`src/rtl/dsp_mac_sequencer.sv`:
```
// dsp_mac_sequencer: sequences one DSP48A1 slice through a signed length-N multiply-accumulate.
// Optional build macro MAC_OVF_FLAG_EN adds a sticky signed-overflow output res_ovf.
module dsp_mac_sequencer #(
  parameter int LEN_W   = 8,
  parameter int MUL_LAT = 2,
  parameter int OPM_LAT = 1,
  parameter int P_LAT   = 1
) (
  input  logic             clk,
  input  logic             RSTOPMODE,
  input  logic             cmd_valid,
  output logic             cmd_ready,
  input  logic [LEN_W-1:0] cmd_len,
  input  logic             cmd_sub,
  input  logic             op_valid,
  output logic             op_ready,
  input  logic [17:0]      op_a,
  input  logic [17:0]      op_b,
  output logic             res_valid,
  input  logic             res_ready,
  output logic [47:0]      res_data,
  output logic [17:0]      dsp_a,
  output logic [17:0]      dsp_b,
  output logic             dsp_cea,
  output logic             dsp_ceb,
  output logic             dsp_cem,
  output logic [7:0]       dsp_opmode,
  output logic             dsp_ceopmode,
  output logic             dsp_cep,
  output logic             dsp_rstp,
  input  logic [47:0]      dsp_p,
`ifdef MAC_OVF_FLAG_EN
  output logic             res_ovf,
`endif
  output logic             busy
);
  // All three streams (cmd, op, res) transfer on a rising clk edge where valid and ready are both
  // high; ready never depends combinationally on valid, and an offered res is held until taken.
  localparam int D     = 1 + MUL_LAT + P_LAT;
  localparam int S_CEM = MUL_LAT;
  localparam int S_OPM = 1 + MUL_LAT - OPM_LAT;
  localparam int S_CEP = 1 + MUL_LAT;

  typedef enum logic [1:0] {IDLE, FEED, DRAIN, DONE} state_t;

  typedef struct packed {
    logic v;
    logic first;
    logic last;
`ifdef MAC_OVF_FLAG_EN
    logic neg;
`endif
  } tag_t;

  state_t           state_q, state_d;
  logic [LEN_W-1:0] rem_q, rem_d;
  logic             sub_q, sub_d;
  logic             first_q, first_d;
  logic             rstp_q, rstp_d;
  logic [17:0]      a_q, a_d, b_q, b_d;
  logic [47:0]      res_data_q, res_data_d;
  tag_t [D:1]       tag_q, tag_d;
  tag_t             new_tag;
  logic             unused_tag;

  always_ff @(posedge clk or posedge RSTOPMODE) begin
    if (RSTOPMODE) begin
      state_q    <= IDLE;
      rem_q      <= '0;
      sub_q      <= 1'b0;
      first_q    <= 1'b0;
      rstp_q     <= 1'b0;
      a_q        <= '0;
      b_q        <= '0;
      res_data_q <= '0;
      tag_q      <= '0;
    end else begin
      state_q    <= state_d;
      rem_q      <= rem_d;
      sub_q      <= sub_d;
      first_q    <= first_d;
      rstp_q     <= rstp_d;
      a_q        <= a_d;
      b_q        <= b_d;
      res_data_q <= res_data_d;
      tag_q      <= tag_d;
    end
  end

  always_comb begin
    state_d    = state_q;
    rem_d      = rem_q;
    sub_d      = sub_q;
    first_d    = first_q;
    rstp_d     = 1'b0;
    a_d        = a_q;
    b_d        = b_q;
    res_data_d = res_data_q;
    new_tag    = '0;
    case (state_q)
      IDLE: begin
        if (cmd_valid) begin
          sub_d = cmd_sub;
          rem_d = cmd_len;
          if (cmd_len == '0) begin
            res_data_d = '0;
            state_d    = DONE;
          end else begin
            first_d = 1'b1;
            rstp_d  = 1'b1;
            state_d = FEED;
          end
        end
      end
      FEED: begin
        if (op_valid) begin
          a_d           = op_a;
          b_d           = op_b;
          first_d       = 1'b0;
          rem_d         = rem_q - LEN_W'(1);
          new_tag.v     = 1'b1;
          new_tag.first = first_q;
          new_tag.last  = (rem_q == LEN_W'(1));
`ifdef MAC_OVF_FLAG_EN
          // Sign of the value actually added to P: product sign, flipped when subtracting.
          new_tag.neg   = (op_a != '0) && (op_b != '0) && (op_a[17] ^ op_b[17] ^ sub_q);
`endif
          if (rem_q == LEN_W'(1)) state_d = DRAIN;
        end
      end
      DRAIN: begin
        if (tag_q[D].v && tag_q[D].last) begin
          res_data_d = dsp_p;
          state_d    = DONE;
        end
      end
      DONE: begin
        if (res_ready) state_d = IDLE;
      end
      default: state_d = IDLE;
    endcase
    tag_d = {tag_q[D-1:1], new_tag};
  end

  assign unused_tag   = tag_q[D].first;

  assign cmd_ready    = (state_q == IDLE);
  assign busy         = (state_q != IDLE);
  assign op_ready     = (state_q == FEED);
  assign res_valid    = (state_q == DONE);
  assign res_data     = res_data_q;
  assign dsp_a        = a_q;
  assign dsp_b        = b_q;
  assign dsp_cea      = tag_q[1].v;
  assign dsp_ceb      = tag_q[1].v;
  assign dsp_cem      = tag_q[S_CEM].v;
  assign dsp_ceopmode = tag_q[S_OPM].v;
  assign dsp_opmode   = tag_q[S_OPM].v ?
                        {sub_q, 3'b000, (tag_q[S_OPM].first ? 2'b00 : 2'b10), 2'b01} : 8'h00;
  assign dsp_cep      = tag_q[S_CEP].v;
  assign dsp_rstp     = rstp_q;

`ifdef MAC_OVF_FLAG_EN
  // The check runs one cycle after the P-capturing cycle, when the registered P shows the new sum.
  logic ovf_q, ovf_d, chk_q, chk_d, acc_neg_q, acc_neg_d, add_neg_q, add_neg_d;

  always_comb begin
    ovf_d     = ovf_q;
    chk_d     = tag_q[S_CEP].v;
    acc_neg_d = tag_q[S_CEP].first ? 1'b0 : dsp_p[47];
    add_neg_d = tag_q[S_CEP].neg;
    if (chk_q && (acc_neg_q == add_neg_q) && (dsp_p[47] != acc_neg_q)) ovf_d = 1'b1;
    if ((state_q == IDLE) && cmd_valid) ovf_d = 1'b0;
  end

  always_ff @(posedge clk or posedge RSTOPMODE) begin
    if (RSTOPMODE) begin
      ovf_q     <= 1'b0;
      chk_q     <= 1'b0;
      acc_neg_q <= 1'b0;
      add_neg_q <= 1'b0;
    end else begin
      ovf_q     <= ovf_d;
      chk_q     <= chk_d;
      acc_neg_q <= acc_neg_d;
      add_neg_q <= add_neg_d;
    end
  end

  assign res_ovf = ovf_q;
`endif
endmodule

```
`config.mk`:
```
export PLATFORM = sky130hd
export DESIGN_NAME = dsp_mac_sequencer
export DESIGN_NICKNAME = d
export VERILOG_FILES = /design/src/rtl/dsp_mac_sequencer.sv
export SDC_FILE = /design/constraint.sdc
export NUM_CORES = 1
export LEC_CHECK = 0
export CAP_MARGIN = 5
export CELL_PAD_IN_SITES_DETAIL_PLACEMENT = 1
export CELL_PAD_IN_SITES_GLOBAL_PLACEMENT = 1
export CORE_UTILIZATION = 34
export DETAILED_ROUTE_END_ITERATION = 6
export PLACE_DENSITY_LB_ADDON = 0.25
export SYNTH_ARGS = -nofsm -noshare
export SYNTH_HDL_FRONTEND = slang
export SYNTH_SLANG_ARGS = --single-unit
```
`constraint.sdc`:
```
create_clock -name clk -period 5.7 [get_ports clk]
set_input_delay 1.14 -clock clk [delete_from_list [all_inputs] [get_ports clk]]
set_output_delay 1.14 -clock clk [all_outputs]
set_load 0.05 [all_outputs]
```
# Word level (Yosys, flattened, before mapping)
# Cells that the tools add are included.
# classes
addsub	1
eq_ne	11
muxes	25
reduce_logical	12
# ops
op	n
48-bit 2-to-1 mux	3
48-bit one-hot mux with 2 select lines	1
8-bit 2-to-1 mux	3
8-bit one-hot mux with 2 select lines	1
2-bit 2-to-1 mux	7
8-bit by 1-bit equality test with 1-bit output, second input constant	1
8-bit zero test	1
2-bit != test, second input constant	4
2-bit one-hot mux with 4 select lines	1
4-bit AND reduction	2
8-bit by 1-bit subtractor with 8-bit output, second input constant	1
1-bit 2-to-1 mux	6
3-bit 2-to-1 mux	2
2-bit by 1-bit != test with 1-bit output, second input constant	3
2-bit nonzero test	3
5-bit AND reduction	1
2-bit equality test, second input constant	2
2-bit AND reduction	2
3-bit AND reduction	1
2-bit by 1-bit equality test with 1-bit output, second input constant	1
2-bit zero test	1
1-bit one-hot mux with 2 select lines	1
1-bit logical AND	1
# word_totals
regBits	107
inputBits	98
out_inout_bits	102
wordCells	67

# Longest topological paths before layout
# Gate-level depths: netlist (run 1).
# depth
depth_word	4
depth_mapped	9
mapped_depth_nobuf	6

# Worst setup path after synthesis (run 1)
# OpenSTA, ideal clock, no wires.
# synth_path
path_type	reg2reg
from	register state_q[0]
to	register rem_q[7]
setup_ps	70
arrival_ps	2591
required_time_ps	5630
slack_ps	3039
stages_incl_launch_ff	8
n_path_buf	1
period_less_slack_ps	2661
cell_sequence	dfrtp_1 > inv_1 > ha_1 > inv_1 > a211o_1 > clkbuf_1 > or4b_1 > nand3_1
# synth_via
elab_chain_cells	3
word_cells_on_any_way	7
cone_classes	3 x eq/ne; 1 x mux; 3 x reduce/logical
# synth_rtl
element	line	source
start, declared	55	state_t state_q, state_d;
start signal, assigned	78	state_q <= state_d;
2-bit zero test *	n/a	
via cmd_ready	12	output logic cmd_ready,
2-bit != test (no source line) or 2-bit nonzero test (tied branches)	n/a	
3-bit AND reduction (no source line)	n/a	
end signal, assigned	79	rem_q <= rem_d;
end, declared	56	logic [LEN_W-1:0] rem_q, rem_d;
# Mark *: on every way through the listed nets, which the timed path passes. The rest lies on a longest branch.
# A chain may end at the register's enable or synchronous reset.

# Final worst setup path (run 1)
# layout_path
from	register state_q[1]
to	output op_ready
# layout_via
elab_chain_cells	1
# layout_rtl
element	line	source
2-bit by 1-bit equality test with 1-bit output	149	assign op_ready = (state_q == FEED);
end, declared	16	output logic op_ready,
# No other way between the ends.

==> flow_summary.toml, run 1 <==
[clock_tree]
cts_setup_buffers = 0
cts_tree = "built"
cts.sinks = 107
cts_hold_buf = 0
h-tree-depth = 3
cts_resized = 0
clockBufferDepth = 2
worstSkewPairLatency_ps = 340
path_clk_slew_ps = 70
cts_buffers = 9
clockRootBuffer = "clkbuf_16"

[yosys]
synthArstFlopShare_pct = 100
synth.area.top_cells = "dfrtp_1, mux2_2, a22o_1"
yosysSeqAreaShare_pct = 62.4
synth_edf_count = 0
syn-cell-area_um2 = 4290
yosys-top-cells-count = "dfrtp_1, a22o_1, mux2_2"
synth_top_area_share_pct = 62.4
ys_seq_elements = 107
syn_inst = 312
avgSynthCellArea_um2 = 13.8
synth_warnings = 0
synth_ff_type = "dfrtp_1"
synth_cell_types = 39
yosysMostFrequentCell = "dfrtp_1"
yosysTopAreaCell = "dfrtp_1"

[sta]
slew_viol_final = 0
hold_viol = 0
maxSlewHeadroom_pct = 39.1
finClkSkew_ps = 3.34
fin_ws_ps = 1980
worst_pin_slew_ps = 914
fin_crit_sh_pct = 65.3
clock.fmax_mhz = 269
setup_viol_count_final = 0
layout_min_cycle_time_ps = 3720
rsz0062_at_grt = "no"
setup_tns_ps = 0

[floorplanning]
coreArea_um2 = 12200
die-area_um2 = 13100
die_h_um = 114
ios = 200
rows = 40
dieWidth_um = 114
start_util_pct = 35.3

[power]
ir_worst_vdd_mv = 0.331
switchingPower_mw = 1.41
pwr_density_cell_nw_per_um2 = 498
p_seq_share_pct = 32.4
swShare_pct = 42.7
power_frac_comb_pct = 48.1
leakagePower_nw = 2.85
clockPowerShare_pct = 19.6
internal_power_mw = 1.89

[cells_and_area]
antenna_cells = 0
fill_cells = 1253
post-route-util_pct = 54.5
drive_gt1_share_pct = 12.1
multi_input_comb_area_um2 = 1420
ff_latch_area_um2 = 2680
area_growth_pct = 54.3
final_nets = 603

[hold_path]
min_path_type = "register to register"
whs_path_depth = 0

[run]
cap_violations = 0

[routing]
routedWlPerCell_um = 18.1
wl_met3_um = 1070
routed_via_density = 4.89
drc = 0
firstDrtPassIters = 4
wl_met2_um = 5750
drtIter0Drc = 118
drt_wl_total_um = 12200
m1WireLength_um = 5150
routed.top_layer = "met4"
vias = 3281
ant_nets = 0

[worst_setup_path]
r2r_cells = 6
cp-end-kind = "output pin"
critical_path_class = "register to output pin"
critPathMaxFanout = 27
crit_arrival_ps = 2580
worstPathRequired_ps = 4560
start_kind = "register"

[grt]
grt_remaining_overflow = 0
grt_pass1_vias = 3486
grt_max_degree = 72
grt_use_total_pct = 19.5
grt_pass1_wl_um = 19200
antenna_found_initial = 0

[place]
io_buffers = 194
gp_congestion = 0.716
dpl_worst_slack_ps = 2220
dp_hpwl_um = 8830

[outcome]
status = "finished, final reports clean"
==> critical path, cell delays in order (launching register included) <==
cell,delay (ps)
dfrtp_1,400
inv_1,130
ha_1,760
clkdlybuf4s50_1,950
==> metal layers <==
metal / vias up / global-route usage [%]
met2: 136 / 31.4
met1: 1636 / 24.8
met4: 0 / 6.23
li1: 1495 / -
met3: 14 / 6.72
met5: - / 0
==> final timing paths <==
check,startpoint,endpoint,slack [ps]
worst max register to register,state_q[1]$_DFFE_PP0P_,rem_q[7]$_DFFE_PP0P_,2980
worst min register to register,tag_d[9]$_DFF_PP0_,tag_q[9]$_DFF_PP0_,350
max in group asynchronous,RSTOPMODE,res_data[20]$_DFFE_PP0P_,3300
min in group asynchronous,RSTOPMODE,rem_q[3]$_DFFE_PP0P_,1340
worst min-delay path,tag_d[9]$_DFF_PP0_,tag_q[9]$_DFF_PP0_,350
worst max-delay path,state_q[1]$_DFFE_PP0P_,op_ready,1980
==> cells in the final DEF (no fill, tap or decap), types with 2 or more instances in the layout <==
master / netlist / final
nor2b_1: 6 / 6
nor3_1: 2 / 2
mux2_2: 37 / 37
conb_1: 1 / 5
nand3_1: 2 / 2
clkinvlp_4: 0 / 2
a21oi_1: 9 / 9
and3_1: 2 / 2
o21ai_0: 6 / 6
inv_6: 0 / 2
nand4b_1: 2 / 2
nor2_1: 10 / 10
clkbuf_16: 0 / 9
buf_4: 9 / 3
or3_1: 2 / 2
a31oi_1: 3 / 3
o22a_1: 5 / 5
nand2_1: 9 / 9
a21boi_0: 2 / 2
dfrtp_1: 107 / 107
mux2i_1: 3 / 3
clkdlybuf4s50_1: 0 / 194
ha_1: 7 / 7
a22o_1: 47 / 47
inv_1: 10 / 9
==> flip-flops by register name, summed over array words and instances, names as in the netlist, 2 cells and up <==
name / flops
res_data: 48
dsp_a: 18
dsp_b: 18
rem_q: 8
tag_d: 5
state_q: 2
tag_q: 2
==> power groups by stage <==
stage,registers (mW),logic (mW),clock network [mW]
3_3_place_gp,1.07,1.56,0
4_1_cts,1.07,1.60,0.666
2_1_floorplan,1.56,0.595,0
5_1_grt,1.10,1.68,0.697
6_report,1.07,1.59,0.645
3_5_place_dp,1.08,1.59,0
==> layout make-up <==
| class | instances | area share (%) |
|---|---|---|
| Clock buffer | 10 | 3.61 |
| Clock inverter | 6 | 1.08 |
| Inverter | 11 | 0.661 |
| Multi-Input combinational cell | 172 | 21.4 |
| Sequential cell | 107 | 40.4 |
| Tap cell | 168 | 3.17 |
| Timing Repair Buffer | 197 | 29.7 |
==> kinds of logic after synthesis <==
group           count (synthesis)  synth area share (%)
compound gates                 79                  14.6
fa+ha+maj                       7                  2.04
buf+inv                        37                  5.10
flops                         107                  62.4
mux                            40                  10.4
other cells                     1                0.0874
simple gates                   41                  5.34
==> stage by stage <==
stage	total power, mW	cell area (um^2)	hold WS [ps]	std cells
CTS	3.34	6620	356	671
global route	3.48	6620	362	671
detailed placement	2.68	6310	336	655
finish	3.30	6620	351	671
floorplan	2.15	4310	331	316
global placement	2.64	6310	333	655
Power figures use the tool's default switching activity.
==> inputs of run 2 (changes only) <==
--- a/config.mk
+++ b/config.mk
@@ -8,7 +8,7 @@
 export CAP_MARGIN = 5
 export CELL_PAD_IN_SITES_DETAIL_PLACEMENT = 1
 export CELL_PAD_IN_SITES_GLOBAL_PLACEMENT = 1
-export CORE_UTILIZATION = 34
+export CORE_UTILIZATION = 32
 export DETAILED_ROUTE_END_ITERATION = 6
 export PLACE_DENSITY_LB_ADDON = 0.25
 export SYNTH_ARGS = -nofsm -noshare
==> constraint.sdc (replaced) <==
create_clock -name clk -period 3.43 [get_ports clk]
set_input_delay 0.686 -clock clk [delete_from_list [all_inputs] [get_ports clk]]
set_output_delay 0.686 -clock clk [all_outputs]
set_load 0.05 [all_outputs]
==> flow_summary.toml, run 2 (synthesis results as in run 1) <==
[place]
place_area_um2 = 6370
io_buffers = 194
dp_cells = 661
gp_congestion = 0.773
dp_hpwl_um = 8810

[floorplanning]
coreArea_um2 = 12800
dieWidth_um = 118
die_h_um = 118
rows = 41
start_util_pct = 33.5
ios = 200
die-area_um2 = 13900

[sta]
rsz0062_at_grt = "no"
finClkSkew_ps = 13.7
worst_pin_slew_ps = 598
setup_tns_ps = 0
clock.fmax_mhz = 347
hold_viol = 0
setup_viol_count_final = 0
layout_min_cycle_time_ps = 2880
slew_viol_final = 0
maxSlewHeadroom_pct = 59.8
fin_crit_sh_pct = 83.9

[clock_tree]
cts_buffers = 9
h-tree-depth = 3
cts_tree = "built"
cts_resized = 0
worstSkewPairLatency_ps = 360
clockBufferDepth = 2
cts.sinks = 107
path_clk_slew_ps = 80
cts_hold_buf = 0
cts_setup_buffers = 0
clockRootBuffer = "clkbuf_16"

[power]
p_total_mw = 5.41
pwr_density_cell_nw_per_um2 = 813
ir_worst_vdd_mv = 0.464
leakagePower_nw = 2.85

[cells_and_area]
area_growth_pct = 55.0
layout_commonest_cell = "clkdlybuf4s50_1"
final_nets = 605
drive_gt1_share_pct = 12.3
final_cell_mix = "clkdlybuf4s50_1, dfrtp_1, a22o_1"
stdcell_count = 676
largest_reg_flops = 48
fill_cells = 1328
antenna_cells = 0
final_area_um2 = 6650

[worst_setup_path]
worstPathRequired_ps = 2740
crit-reg2reg-launch = "state_q[1]$_DFFE_PP0P_"
critPathMaxFanout = 7
critical_path_class = "register to output pin"
startpoint = "state_q[0]$_DFFE_PP0P_"
crit_arrival_ps = 2190
start_kind = "register"
cp-end-kind = "output pin"

[routing]
firstDrtPassIters = 4
drtIter0Drc = 171
routed_via_density = 4.88
routedWlPerCell_um = 18.1
drt_wl_total_um = 12200
drc = 0
vias = 3298
ant_nets = 0

[grt]
grt_max_degree = 89
grt_use_total_pct = 18.4
grt_pass1_vias = 3574
antenna_found_initial = 0
grt_pass1_wl_um = 19700
grt_remaining_overflow = 0

[hold_path]
min_path_type = "register to register"
min_from = "tag_d[4]$_DFF_PP0_"

[outcome]
status = "finished, final reports clean"

[run]
cap_violations = 0
==> run 2: changes by cell type in the layout (fill, tap and decap cells not counted), sizes merged <==
cell      before  now
buf            3    5
bufinv         1    0
clkbuf        10   12
clkinvlp       2    3
inv           13   10
==> run 2: per-layer routing <==
| metal | track usage [%] | up-vias | part of all wire, % |
|---|---|---|---|
| met5 | 0 | - | 0 |
| met4 | 5.53 | 0 | 1.5 |
| met3 | 7.70 | 16 | 8.2 |
| met2 | 29.9 | 134 | 48 |
| met1 | 22.0 | 1651 | 42 |
| li1 | - | 1497 | - |
==> run 2: area by class of cell <==
type / instances / area [um^2] / area share (%)
Sequential cell: 107 / 2680 / 40.2
Timing Repair Buffer: 199 / 2020 / 30.3
Multi-Input combinational cell: 172 / 1420 / 21.3
Clock buffer: 12 / 256 / 3.85
Tap cell: 172 / 215 / 3.23
Inverter: 11 / 45.0 / 0.677
Clock inverter: 3 / 23.8 / 0.357
==> run 2: critical path, cell delays in order, from the launching register on <==
cell and delay (ps):
dfrtp_1 380, inv_1 100, ha_1 310, inv_1 210, clkdlybuf4s50_1 850
==> run 2: metrics by stage <==
stage          setup WS [ps]  util (%)  hold slack [ps]
6_report                 551      51.9              349
5_1_grt                  419      51.9              357
4_1_cts                  510      51.9              352
3_5_place_dp             588      49.7              336
3_3_place_gp             668      49.7              332
2_1_floorplan            769         -              331
==> run 2: path summary, 6_finish.rpt <==
check | to | slack (ps) | cells after the start
max in group asynchronous | res_data[45]$_DFFE_PP0P_ | 1890 | 3
worst max register to register | rem_q[7]$_DFFE_PP0P_ | 1120 | 7
worst min-delay path | tag_d[7]$_DFF_PP0_ | 350 | 0
min in group asynchronous | dsp_b[1]$_DFFE_PP0P_ | 700 | 2
worst max-delay path | busy | 550 | 4
worst min register to register | tag_d[7]$_DFF_PP0_ | 350 | 0
==> run 2: power by group <==
| group | internal, mW | switching, mW | leakage (nW) |
|---|---|---|---|
| logic | 0.987 | 1.65 | 1.34 |
| registers | 1.58 | 0.194 | 1.38 |
| clock network | 0.530 | 0.464 | 0.131 |
==> inputs of run 3 (changes only) <==
==> constraint.sdc (replaced) <==
create_clock -name clk -period 3 [get_ports clk]
set_input_delay 0.6 -clock clk [delete_from_list [all_inputs] [get_ports clk]]
set_output_delay 0.6 -clock clk [all_outputs]
set_load 0.05 [all_outputs]
==> flow_summary.toml, run 3 (synthesis results as in run 1) <==
[outcome]
status = "finished, final reports clean"

[sta]
setup_viol_count_final = 0
setup_tns_ps = 0
slew_viol_final = 0
layout_min_cycle_time_ps = 2760
fin_crit_sh_pct = 92.1
clock.fmax_mhz = 362
rsz0062_at_grt = "no"
maxSlewHeadroom_pct = 45.2
finClkSkew_ps = 9.18
hold_viol = 0
holdWs_ps = 355
worst_pin_slew_ps = 821

[worst_setup_path]
critPathMaxFanout = 7
crit_arrival_ps = 2160
crit-reg2reg-launch = "state_q[0]$_DFFE_PP0P_"
start_kind = "register"
critical_path_class = "register to output pin"
startpoint = "state_q[0]$_DFFE_PP0P_"
cp-end-kind = "output pin"
worstPathRequired_ps = 2400

[place]
dp_cells = 664
dp_hpwl_um = 9210
gp_congestion = 0.805
place_area_um2 = 6410
io_buffers = 194

[cells_and_area]
final_cell_mix = "clkdlybuf4s50_1, dfrtp_1, a22o_1"
final_nets = 608
stdcell_count = 680
antenna_cells = 0
fill_cells = 1313
final_area_um2 = 6710
layout_commonest_cell = "clkdlybuf4s50_1"
area_growth_pct = 56.2
largest_reg_flops = 48
drive_gt1_share_pct = 12.8

[hold_path]
min_from = "tag_d[3]$_DFF_PP0_"
min_path_type = "register to register"

[power]
swShare_pct = 42.2
clockPowerShare_pct = 18.9
leakagePower_nw = 2.88
internal_power_mw = 3.61
power_frac_comb_pct = 48.6
p_total_mw = 6.26
p_seq_share_pct = 32.5
switchingPower_mw = 2.64
ir_worst_vdd_mv = 0.535
pwr_density_cell_nw_per_um2 = 933

[routing]
drc = 0
drtIter0Drc = 224
routed_via_density = 4.90
vias = 3333
ant_nets = 0
routedWlPerCell_um = 18.2
firstDrtPassIters = 4
drt_wl_total_um = 12400

[floorplanning]
start_util_pct = 33.5
coreArea_um2 = 12800
dieWidth_um = 118
die_h_um = 118
ios = 200
rows = 41
die-area_um2 = 13900

[grt]
grt_max_degree = 49
grt_pass1_wl_um = 20300
grt_pass1_vias = 3561
antenna_found_initial = 0
grt_use_total_pct = 18.8
grt_remaining_overflow = 0

[clock_tree]
cts_hold_buf = 0
cts_resized = 0
cts.sinks = 107
cts_buffers = 9
path_clk_slew_ps = 70
clockBufferDepth = 2
clockRootBuffer = "clkbuf_16"
cts_tree = "built"
cts_setup_buffers = 0
h-tree-depth = 3
worstSkewPairLatency_ps = 350

[run]
cap_violations = 0
## run 3: cell types whose count changed in the layout (fill, tap and decap cells not counted)
| cell | before | now |
|---|---|---|
| clkbuf_8 | 2 | 1 |
| buf_12 | 3 | 4 |
| clkbuf_1 | 1 | 2 |
| bufinv_16 | 0 | 1 |
| clkinv_4 | 1 | 0 |
| buf_4 | 2 | 4 |
| clkinv_2 | 0 | 1 |
## run 3: worst max-delay path, cell delays in order, from the launching register on
cell	delay [ps]
dfrtp_1	380
inv_1	100
ha_1	300
inv_1	210
clkdlybuf4s50_1	840
## run 3: layout make-up
cell class	count	area (um^2)	area share [%]
clock buffer	12	246	3.68
clock inverter	4	50.0	0.746
inverter	11	45.0	0.672
multi-input combinational	172	1420	21.2
sequential	107	2680	39.9
tap	172	215	3.21
timing repair buffer	202	2050	30.6
## run 3: final timing paths
check / endpoint / slack [ps] / cells past startpoint
max in group asynchronous: res_data[24]$_DFFE_PP0P_ / 1590 / 3
min in group asynchronous: dsp_b[10]$_DFFE_PP0P_ / 760 / 2
worst min register to register: tag_d[6]$_DFF_PP0_ / 350 / 0
worst max register to register: rem_q[7]$_DFFE_PP0P_ / 710 / 6
worst min-delay path: tag_d[6]$_DFF_PP0_ / 350 / 0
worst max-delay path: busy / 240 / 4
## run 3: power by group through the flow
| stage | sequential, mW | clock [mW] | combinational [mW] |
|---|---|---|---|
| floorplan | 2.96 | 0 | 1.13 |
| global placement | 2.03 | 0 | 3.00 |
| detailed placement | 2.06 | 0 | 3.06 |
| CTS | 2.04 | 1.22 | 3.07 |
| global route | 2.09 | 1.28 | 3.22 |
| finish | 2.03 | 1.19 | 3.04 |
## run 3: routing by layer
layer	GRT usage, %	up-vias	share of wire [%]
met4	6.97	0	1.4
met1	24.1	1682	44
met3	5.14	12	7.1
met2	30.3	136	48
met5	0	-	0
li1	-	1503	-
## run 3: metrics by stage
step	utilization, %	setup slack, ps
after floorplan	-	339
after global placement	50.0	442
after detailed placement	50.0	398
after CTS	52.3	201
after global routing	52.3	93.9
final	52.3	238
